$ cat src/rtl/argmax_block.sv
// argmax_block: last GCN stage. Once the combination block signals that its
// aggregated rows are final, this block reads them one per cycle, picks the
// argmax column of each, stores the class per node and streams each result.
//
// Stream handshake: row_valid is a one-cycle pulse that qualifies row_index and
// row_class in the same cycle. There is no ready; a consumer must take every
// pulse. read_row -> adj_fm_wm_row is a same-cycle combinational read.
//
// Start timing: done_comb is registered into start_q at the edge where it is
// seen high. The FSM enters SCAN on the following edge, and row 0 is captured
// one edge after that. The first result therefore appears after edge E0+2, and
// done rises after edge E0+FEATURE_ROWS+1, alongside the last row_valid.
module argmax_block #(
  parameter int FEATURE_ROWS      = 6,
  parameter int WEIGHT_COLS       = 3,
  parameter int DOT_PROD_WIDTH    = 16,
  parameter bit SIGNED_DATA       = 1'b0,
  parameter int FEATURE_WIDTH     = (FEATURE_ROWS > 1) ? $clog2(FEATURE_ROWS) : 1,
  parameter int MAX_ADDRESS_WIDTH = (WEIGHT_COLS > 1) ? $clog2(WEIGHT_COLS) : 1
) (
  input  logic                         clk,
  input  logic                         reset,
  input  logic                         done_comb,
  input  logic [DOT_PROD_WIDTH-1:0]    adj_fm_wm_row [0:WEIGHT_COLS-1],
  output logic [FEATURE_WIDTH-1:0]     read_row,
  output logic                         row_valid,
  output logic [FEATURE_WIDTH-1:0]     row_index,
  output logic [MAX_ADDRESS_WIDTH-1:0] row_class,
  output logic [MAX_ADDRESS_WIDTH-1:0] max_addi_answer [0:FEATURE_ROWS-1],
  output logic                         done,
  output logic [1:0]                   state_dbg
);

  localparam logic [1:0] S_IDLE = 2'd0;
  localparam logic [1:0] S_SCAN = 2'd1;
  localparam logic [1:0] S_DONE = 2'd2;

  localparam logic [FEATURE_WIDTH-1:0] LAST_ROW = FEATURE_WIDTH'(FEATURE_ROWS - 1);

  logic [1:0]                   state_q, state_d;
  logic [FEATURE_WIDTH-1:0]     cnt_q, cnt_d;
  logic                         start_q;
  logic                         row_valid_q;
  logic [FEATURE_WIDTH-1:0]     row_index_q;
  logic [MAX_ADDRESS_WIDTH-1:0] row_class_q;
  logic                         done_q;
  logic [MAX_ADDRESS_WIDTH-1:0] ans_q [0:FEATURE_ROWS-1];

  logic                         scan;
  logic                         last_row;
  logic [DOT_PROD_WIDTH-1:0]    best_val;
  logic [MAX_ADDRESS_WIDTH-1:0] best_col;

  // Element compare, signedness chosen at elaboration; no arithmetic so no growth.
  function automatic logic col_greater(input logic [DOT_PROD_WIDTH-1:0] a,
                                       input logic [DOT_PROD_WIDTH-1:0] b);
    if (SIGNED_DATA) begin
      return $signed(a) > $signed(b);
    end else begin
      return a > b;
    end
  endfunction

  assign scan     = (state_q == S_SCAN);
  assign last_row = (cnt_q == LAST_ROW);

  // Linear argmax over the presented row; strict greater keeps the lowest index on ties.
  always_comb begin
    best_val = adj_fm_wm_row[0];
    best_col = '0;
    for (int c = 1; c < WEIGHT_COLS; c++) begin
      if (col_greater(adj_fm_wm_row[c], best_val)) begin
        best_val = adj_fm_wm_row[c];
        best_col = MAX_ADDRESS_WIDTH'(c);
      end
    end
  end

  // Next-state and row counter; the counter stops at LAST_ROW so it never leaves range.
  always_comb begin
    state_d = state_q;
    cnt_d   = cnt_q;
    case (state_q)
      S_IDLE: begin
        if (start_q) begin
          state_d = S_SCAN;
          cnt_d   = '0;
        end
      end
      S_SCAN: begin
        if (last_row) begin
          state_d = S_DONE;
        end else begin
          cnt_d = cnt_q + FEATURE_WIDTH'(1);
        end
      end
      S_DONE: begin
        state_d = S_DONE;
      end
      default: begin
        state_d = S_IDLE;
        cnt_d   = '0;
      end
    endcase
  end

  // Start sampling and FSM state; start_q only listens while idle.
  always_ff @(posedge clk or negedge reset) begin
    if (!reset) begin
      state_q <= S_IDLE;
      cnt_q   <= '0;
      start_q <= 1'b0;
    end else begin
      state_q <= state_d;
      cnt_q   <= cnt_d;
      start_q <= (state_q == S_IDLE) ? done_comb : 1'b0;
    end
  end

  // Result stream and completion flag, one capture per SCAN cycle.
  always_ff @(posedge clk or negedge reset) begin
    if (!reset) begin
      row_valid_q <= 1'b0;
      row_index_q <= '0;
      row_class_q <= '0;
      done_q      <= 1'b0;
    end else begin
      row_valid_q <= scan;
      if (scan) begin
        row_index_q <= cnt_q;
        row_class_q <= best_col;
      end
      if (scan && last_row) begin
        done_q <= 1'b1;
      end
    end
  end

  // Per-node class register file, written once per row during the scan.
  always_ff @(posedge clk or negedge reset) begin
    if (!reset) begin
      for (int n = 0; n < FEATURE_ROWS; n++) begin
        ans_q[n] <= '0;
      end
    end else if (scan) begin
      ans_q[cnt_q] <= best_col;
    end
  end

  assign read_row        = scan ? cnt_q : '0;
  assign row_valid       = row_valid_q;
  assign row_index       = row_index_q;
  assign row_class       = row_class_q;
  assign max_addi_answer = ans_q;
  assign done            = done_q;
  assign state_dbg       = state_q;

endmodule
$ cat config.mk
export PLATFORM = sky130hd
export DESIGN_NAME = argmax_block
export DESIGN_NICKNAME = d
export VERILOG_FILES = /design/src/rtl/argmax_block.sv
export SDC_FILE = /design/constraint.sdc
export NUM_CORES = 1
export LEC_CHECK = 0
export ABC_AREA = 0
export CORE_ASPECT_RATIO = 1.75
export CORE_MARGIN = 3
export CORE_UTILIZATION = 49
export CTS_CLUSTER_DIAMETER = 200
export DETAILED_ROUTE_END_ITERATION = 10
export GPL_TIMING_DRIVEN = 1
export PLACE_DENSITY = 0.89
export SETUP_SLACK_MARGIN = 0.15
export SLEW_MARGIN = 20
export SYNTH_ARGS = -nofsm -noshare
export SYNTH_HDL_FRONTEND = slang
export SYNTH_SLANG_ARGS = --single-unit
export TNS_END_PERCENT = 10
$ cat constraint.sdc
create_clock -name clk -period 3.2 [get_ports clk]
set_input_delay 0.64 -clock clk [delete_from_list [all_inputs] [get_ports clk]]
set_output_delay 0.64 -clock clk [all_outputs]
set_load 0.05 [all_outputs]
; Word-level counts from Yosys, hierarchy flattened
; Cells that the tools add are included.
[totals]
ff_bits = 25
input_bits = 51
output_inout_bits = 24
elab_cells = 45
[classes]
addsub = 1
order_cmp = 4
eq_ne = 6
mux = 14
n_bitwise = 2
n_reduce_logical = 5
[ops]
columns = operator, count
row1 = > comparator 16 bit, 2
row2 = two-way mux 16 bit, 1
row3 = bitwise mux 12 bit, 1
row4 = two-way mux 3 bit, 3
row5 = one-hot mux 3 bit (3 select lines), 1
row6 = two-way mux 2 bit, 4
row7 = demux 2 bit (select 3 bit), 1
row8 = one-hot mux 2 bit (3 select lines), 1
row9 = ">= comparator 4 bit, second input constant", 1
row10 = "< comparator 4 x 1 -> 1 bit, second input constant", 1
row11 = "!= test 2 bit, second input constant", 2
row12 = NOT 3 -> 4 bit, 1
row13 = "adder 3 x 1 -> 3 bit, second input constant", 1
row14 = "equality test 3 bit, second input constant", 1
row15 = AND reduction 3 bit, 1
row16 = "equality test 2 x 1 -> 1 bit, second input constant", 1
row17 = "equality test 2 bit, second input constant", 1
row18 = logical AND 1 bit, 2
row19 = logical NOT 2 bit, 1
row20 = two-way mux 1 bit, 2
row21 = "!= test 2 x 1 -> 1 bit, second input constant", 1
row22 = AND reduction 2 bit, 1
row23 = NOT 1 bit, 1

; Logic depth before layout (Yosys ltp)
[logic_depth]
word_depth = 6
ltp_mapped = 15
ltp_nobuf = 13

; Least setup slack after synthesis
; OpenSTA, ideal clock, no wires.
[synth_path]
kind = input port to flip-flop
from = input port adj_fm_wm_row[46] in the netlist's numbering
to = register ans_q, in the netlist max_addi_answer[5]
setup_ns = 0.125
arrival_time_ns = 3.718
required_time_ns = 3.075
slack_ns = -0.643
path_stages = 15
n_path_buf = 2
path_cell_list = inv_1 -> ha_1 -> a21oi_1 -> nand2_1 -> a221o_1 -> o31ai_4 -> buf_6 -> mux2i_1 -> ha_1 -> nand4_1 -> nor2_1 -> a221o_1 -> o31a_2 -> buf_6 -> mux2_2
[synth_via]
elab_chain_len = 5
[synth_lines]
columns = element, line_no
row1 = start: declaration, 24  ; input logic [DOT_PROD_WIDTH-1:0] adj_fm_wm_row [0:WEIGHT_COLS-1],
row2 = > comparator 16 bit, 60  ; return a > b;
row3 = two-way mux 16 bit (*), 72  ; if (col_greater(adj_fm_wm_row[c], best_val)) begin
row4 = > comparator 16 bit (*), 60
row5 = two-way mux 2 bit (*), 72
row6 = bitwise mux 12 bit (*), 146  ; ans_q[cnt_q] <= best_col;
row7 = end signal: indexed assignment, 146
row8 = end: declaration, 47  ; logic [MAX_ADDRESS_WIDTH-1:0] ans_q [0:FEATURE_ROWS-1];
; Mark *: on every way between the ends. The rest lies on a longest branch, timed or not.
; A chain may end at the register's enable or synchronous reset.

; Worst setup path after layout
[layout_path]
from = input port adj_fm_wm_row[43] in the netlist's numbering
to = register ans_q, in the netlist max_addi_answer[11]
; Same word-level chain as after synthesis.

==> out/qor.json <==
{
  "worst-setup-path-type": "input pin to flop",
  "max_freq_mhz": 249.1,
  "synthesis.nets": 297,
  "synth.yosys.warnings": 0,
  "wl_met3_um": 262,
  "most-common-layout-cells": "clkdlybuf4s50_1, buf_4, dfrtp_1, ha_1, nand2_1",
  "p_leak_nw": 1.626,
  "placementRows": 30,
  "vias": 2133,
  "wire_length_of_the_first_global_routing_pass_um": 10420,
  "end_kind": "flop",
  "routed_met2_length_um": 3858,
  "wirelength_met1_um": 2365,
  "cp.arrival_ns": 4.17,
  "clock-skew-final_ns": 0.001356,
  "buffer_levels_on_the_longest_clock_path": 2,
  "fin_tns_setup_ns": -10.60,
  "cts_num_sinks": 25,
  "nets": 403,
  "antenna_cells": 0,
  "total_grt_overflow": 0,
  "synth.distinct_cells": 33,
  "postSynth.topFlopCell": "dfrtp_1",
  "cts_root_buffer": "clkbuf_8",
  "wl_per_cell_um": 19.52,
  "post-route-period-util_pct": 125.4,
  "dieHeight_um": 91.50,
  "chipWidth_um": 54.86,
  "synthCells": 208,
  "gp_congestion": 0.8991,
  "maxSlewViolCount": 0,
  "clock_latency_reported_for_the_late_side_of_the_worst_skew_pair_ns": 0.26,
  "ys_ff_latch": 25,
  "setup_repair_after_global_routing_missed_its_margin": "yes",
  "async_reset_ff_share_pct": 100.0,
  "drv_cap": 0,
  "cp_max_fo": 7,
  "drt_pass1_iterations": 4,
  "filler_cell_count": 206,
  "final.min_clock_period_ns": 4.014,
  "max-vdd-ir-drop_v": 0.0004760,
  "fraction_of_final_layout_cells_with_drive_strength_greater_than_1_pct": 38.98,
  "layout_setup_ws_ns": -0.8143,
  "ctsHtreeMaxLevel": 1,
  "first_global_vias": 2293,
  "outcome": "complete, but fails checks",
  "grt_antenna_before_repair": 0,
  "postRouteAntennaNets": 0,
  "post-dp-hpwl_um": 4686,
  "slew_headroom_pct": 51.72,
  "avgSynthCellArea_um2": 9.841,
  "via_per_inst": 5.909,
  "drt-initial-drc-count": 86,
  "hold_violations": 0,
  "totalWireLength_um": 7045,
  "area_growth_pct": 64.61,
  "post-route-drc-count": 0,
  "worst_hold_slack_ns": 0.4620,
  "floorplan.io_pins": 75,
  "floorplan.core_area_um2": 3941,
  "cts_hold_buf": 0,
  "synth-edff-count": 0,
  "setup_viol_count_final": 14,
  "place.port_buffers": 74,
  "syn_area_um2": 2047,
  "route.top_layer_used": "met4",
  "grt_usage_pct": 27.81,
  "design.die.area_um2": 5020,
  "critical_path.startpoint_type": "input pin",
  "synth_sequential_area_ratio_pct": 30.56,
  "power-per-cell-area_nw_per_um2": 579.8,
  "worstHoldPathType": "flop to flop",
  "transition_at_the_pin_with_the_smallest_max_transition_slack_ns": 0.7194,
  "worstPathRequired_ns": 3.35,
  "start_util_pct": 51.94,
  "violations": "setup timing",
  "clk_transition_reported_paths_ns": 0.08,
  "final_common_cell": "clkdlybuf4s50_1",
  "grt_start_max_net_pins": 26,
  "clock_tree_from_tritoncts": "yes",
  "cts_buffers": 3
}
through the flow:
| stage | setup slack (ns) | total power [mW] | instance area, um2 | util [%] | cells |
|---|---|---|---|---|---|
| floorplan | -0.4452 | 1.240 | 2157 | - | 208 |
| global placement | -1.336 | 1.618 | 3082 | 78.19 | 347 |
| detailed placement | -1.459 | 1.663 | 3082 | 78.19 | 347 |
| CTS | -0.6395 | 1.901 | 3296 | 83.62 | 358 |
| global route | -0.9162 | 2.064 | 3369 | 85.49 | 361 |
| finish | -0.8143 | 1.954 | 3369 | 85.49 | 361 |
state kept, by name (all words and copies together), names as in the netlist:
name / flops
max_addi_answer: 12
cnt_q: 3
row_index: 3
row_class: 2
state_dbg: 2
done: 1
row_valid: 1
start_q: 1
what timing repair did:
item / CTS / global route
setup buffers: 6 / 3
pin swaps: 32 / 23
endpoints found under the setup margin: 14 / 15
gates resized for setup: 112 / 31
cloned: 1 / 0
hold endpoints to repair: 0 / 0
final timing paths:
check / end / slack, ns / from / depth (start not counted)
setup / recovery: max_addi_answer[11]$_DFFE_PN0P_ / -0.81 / adj_fm_wm_row[43] / 18
hold / removal: done$_DFFE_PN0P_ / 0.46 / done$_DFFE_PN0P_ / 1
setup reg to reg: cnt_q[2]$_DFFE_PN0P_ / 1.14 / state_dbg[1]$_DFFE_PN0P_ / 6
hold reg to reg: done$_DFFE_PN0P_ / 0.46 / done$_DFFE_PN0P_ / 1
max in group asynchronous: max_addi_answer[1]$_DFFE_PN0P_ / 2.22 / reset / 2
min in group asynchronous: row_index[0]$_DFFE_PN0P_ / 0.74 / reset / 2
cells by family after synthesis:
group	after synthesis	share of synthesized area (%)
compound gates	42	14.91
fa+ha+maj	38	23.23
buf+inv	29	6.235
flops	25	30.56
mux	25	12.84
simple gates	49	12.22
final cells by class:
class / instances / area (um2) / share of cell area, %
repair buffers: 105 / 909.6 / 27.00
clock buffers: 4 / 45.04 / 1.337
well taps: 48 / 60.06 / 1.782
inverters: 24 / 105.1 / 3.119
flip-flops and latches: 25 / 625.6 / 18.57
multi-input cells: 155 / 1624 / 48.20
critical path: stages:
cell and delay [ns]:
buf_6 0.07, buf_6 0.12, inv_12 0.03, ha_4 0.25, nand4_1 0.19, nor4_4 0.35
buf_4 0.17, nand4_1 0.12, o31a_1 0.18, buf_6 0.14, mux2i_1 0.13, ha_1 0.33
nand4_1 0.18, buf_4 0.20, nor4_4 0.29, nand4_1 0.26, o31a_4 0.23, mux2_4 0.29
Yosys cell counts (3+ instances only):
master   number  area (um2)
a21o_1        6       45.04
a21oi_1      12       60.06
and2_1        4       25.02
dfrtp_1      25       625.6
ha_1         38       475.5
inv_1        24       90.09
mux2_2       10       112.6
mux2i_1      15       150.1
nand2_1      21       78.83
nand3_1       6       30.03
nand4_1       5       31.28
nor2_1        4       15.01
nor2b_1       3       18.77
o21ai_0       7       35.03
o31ai_1       5       37.54
layer usage:
metal / vias up / GRT usage [%]
met2: 107 / 53.06
met3: 45 / 1.970
met5: - / 0
met1: 1018 / 26.92
met4: 0 / 13.72
li1: 963 / -
where the power goes:
| group | switching (mW) | total (mW) | internal [mW] |
|---|---|---|---|
| Clock | 0.0950 | 0.184 | 0.0890 |
| Combinational | 0.755 | 1.26 | 0.504 |
| Sequential | 0.0816 | 0.510 | 0.429 |
(Power assumes the default switching activity.)
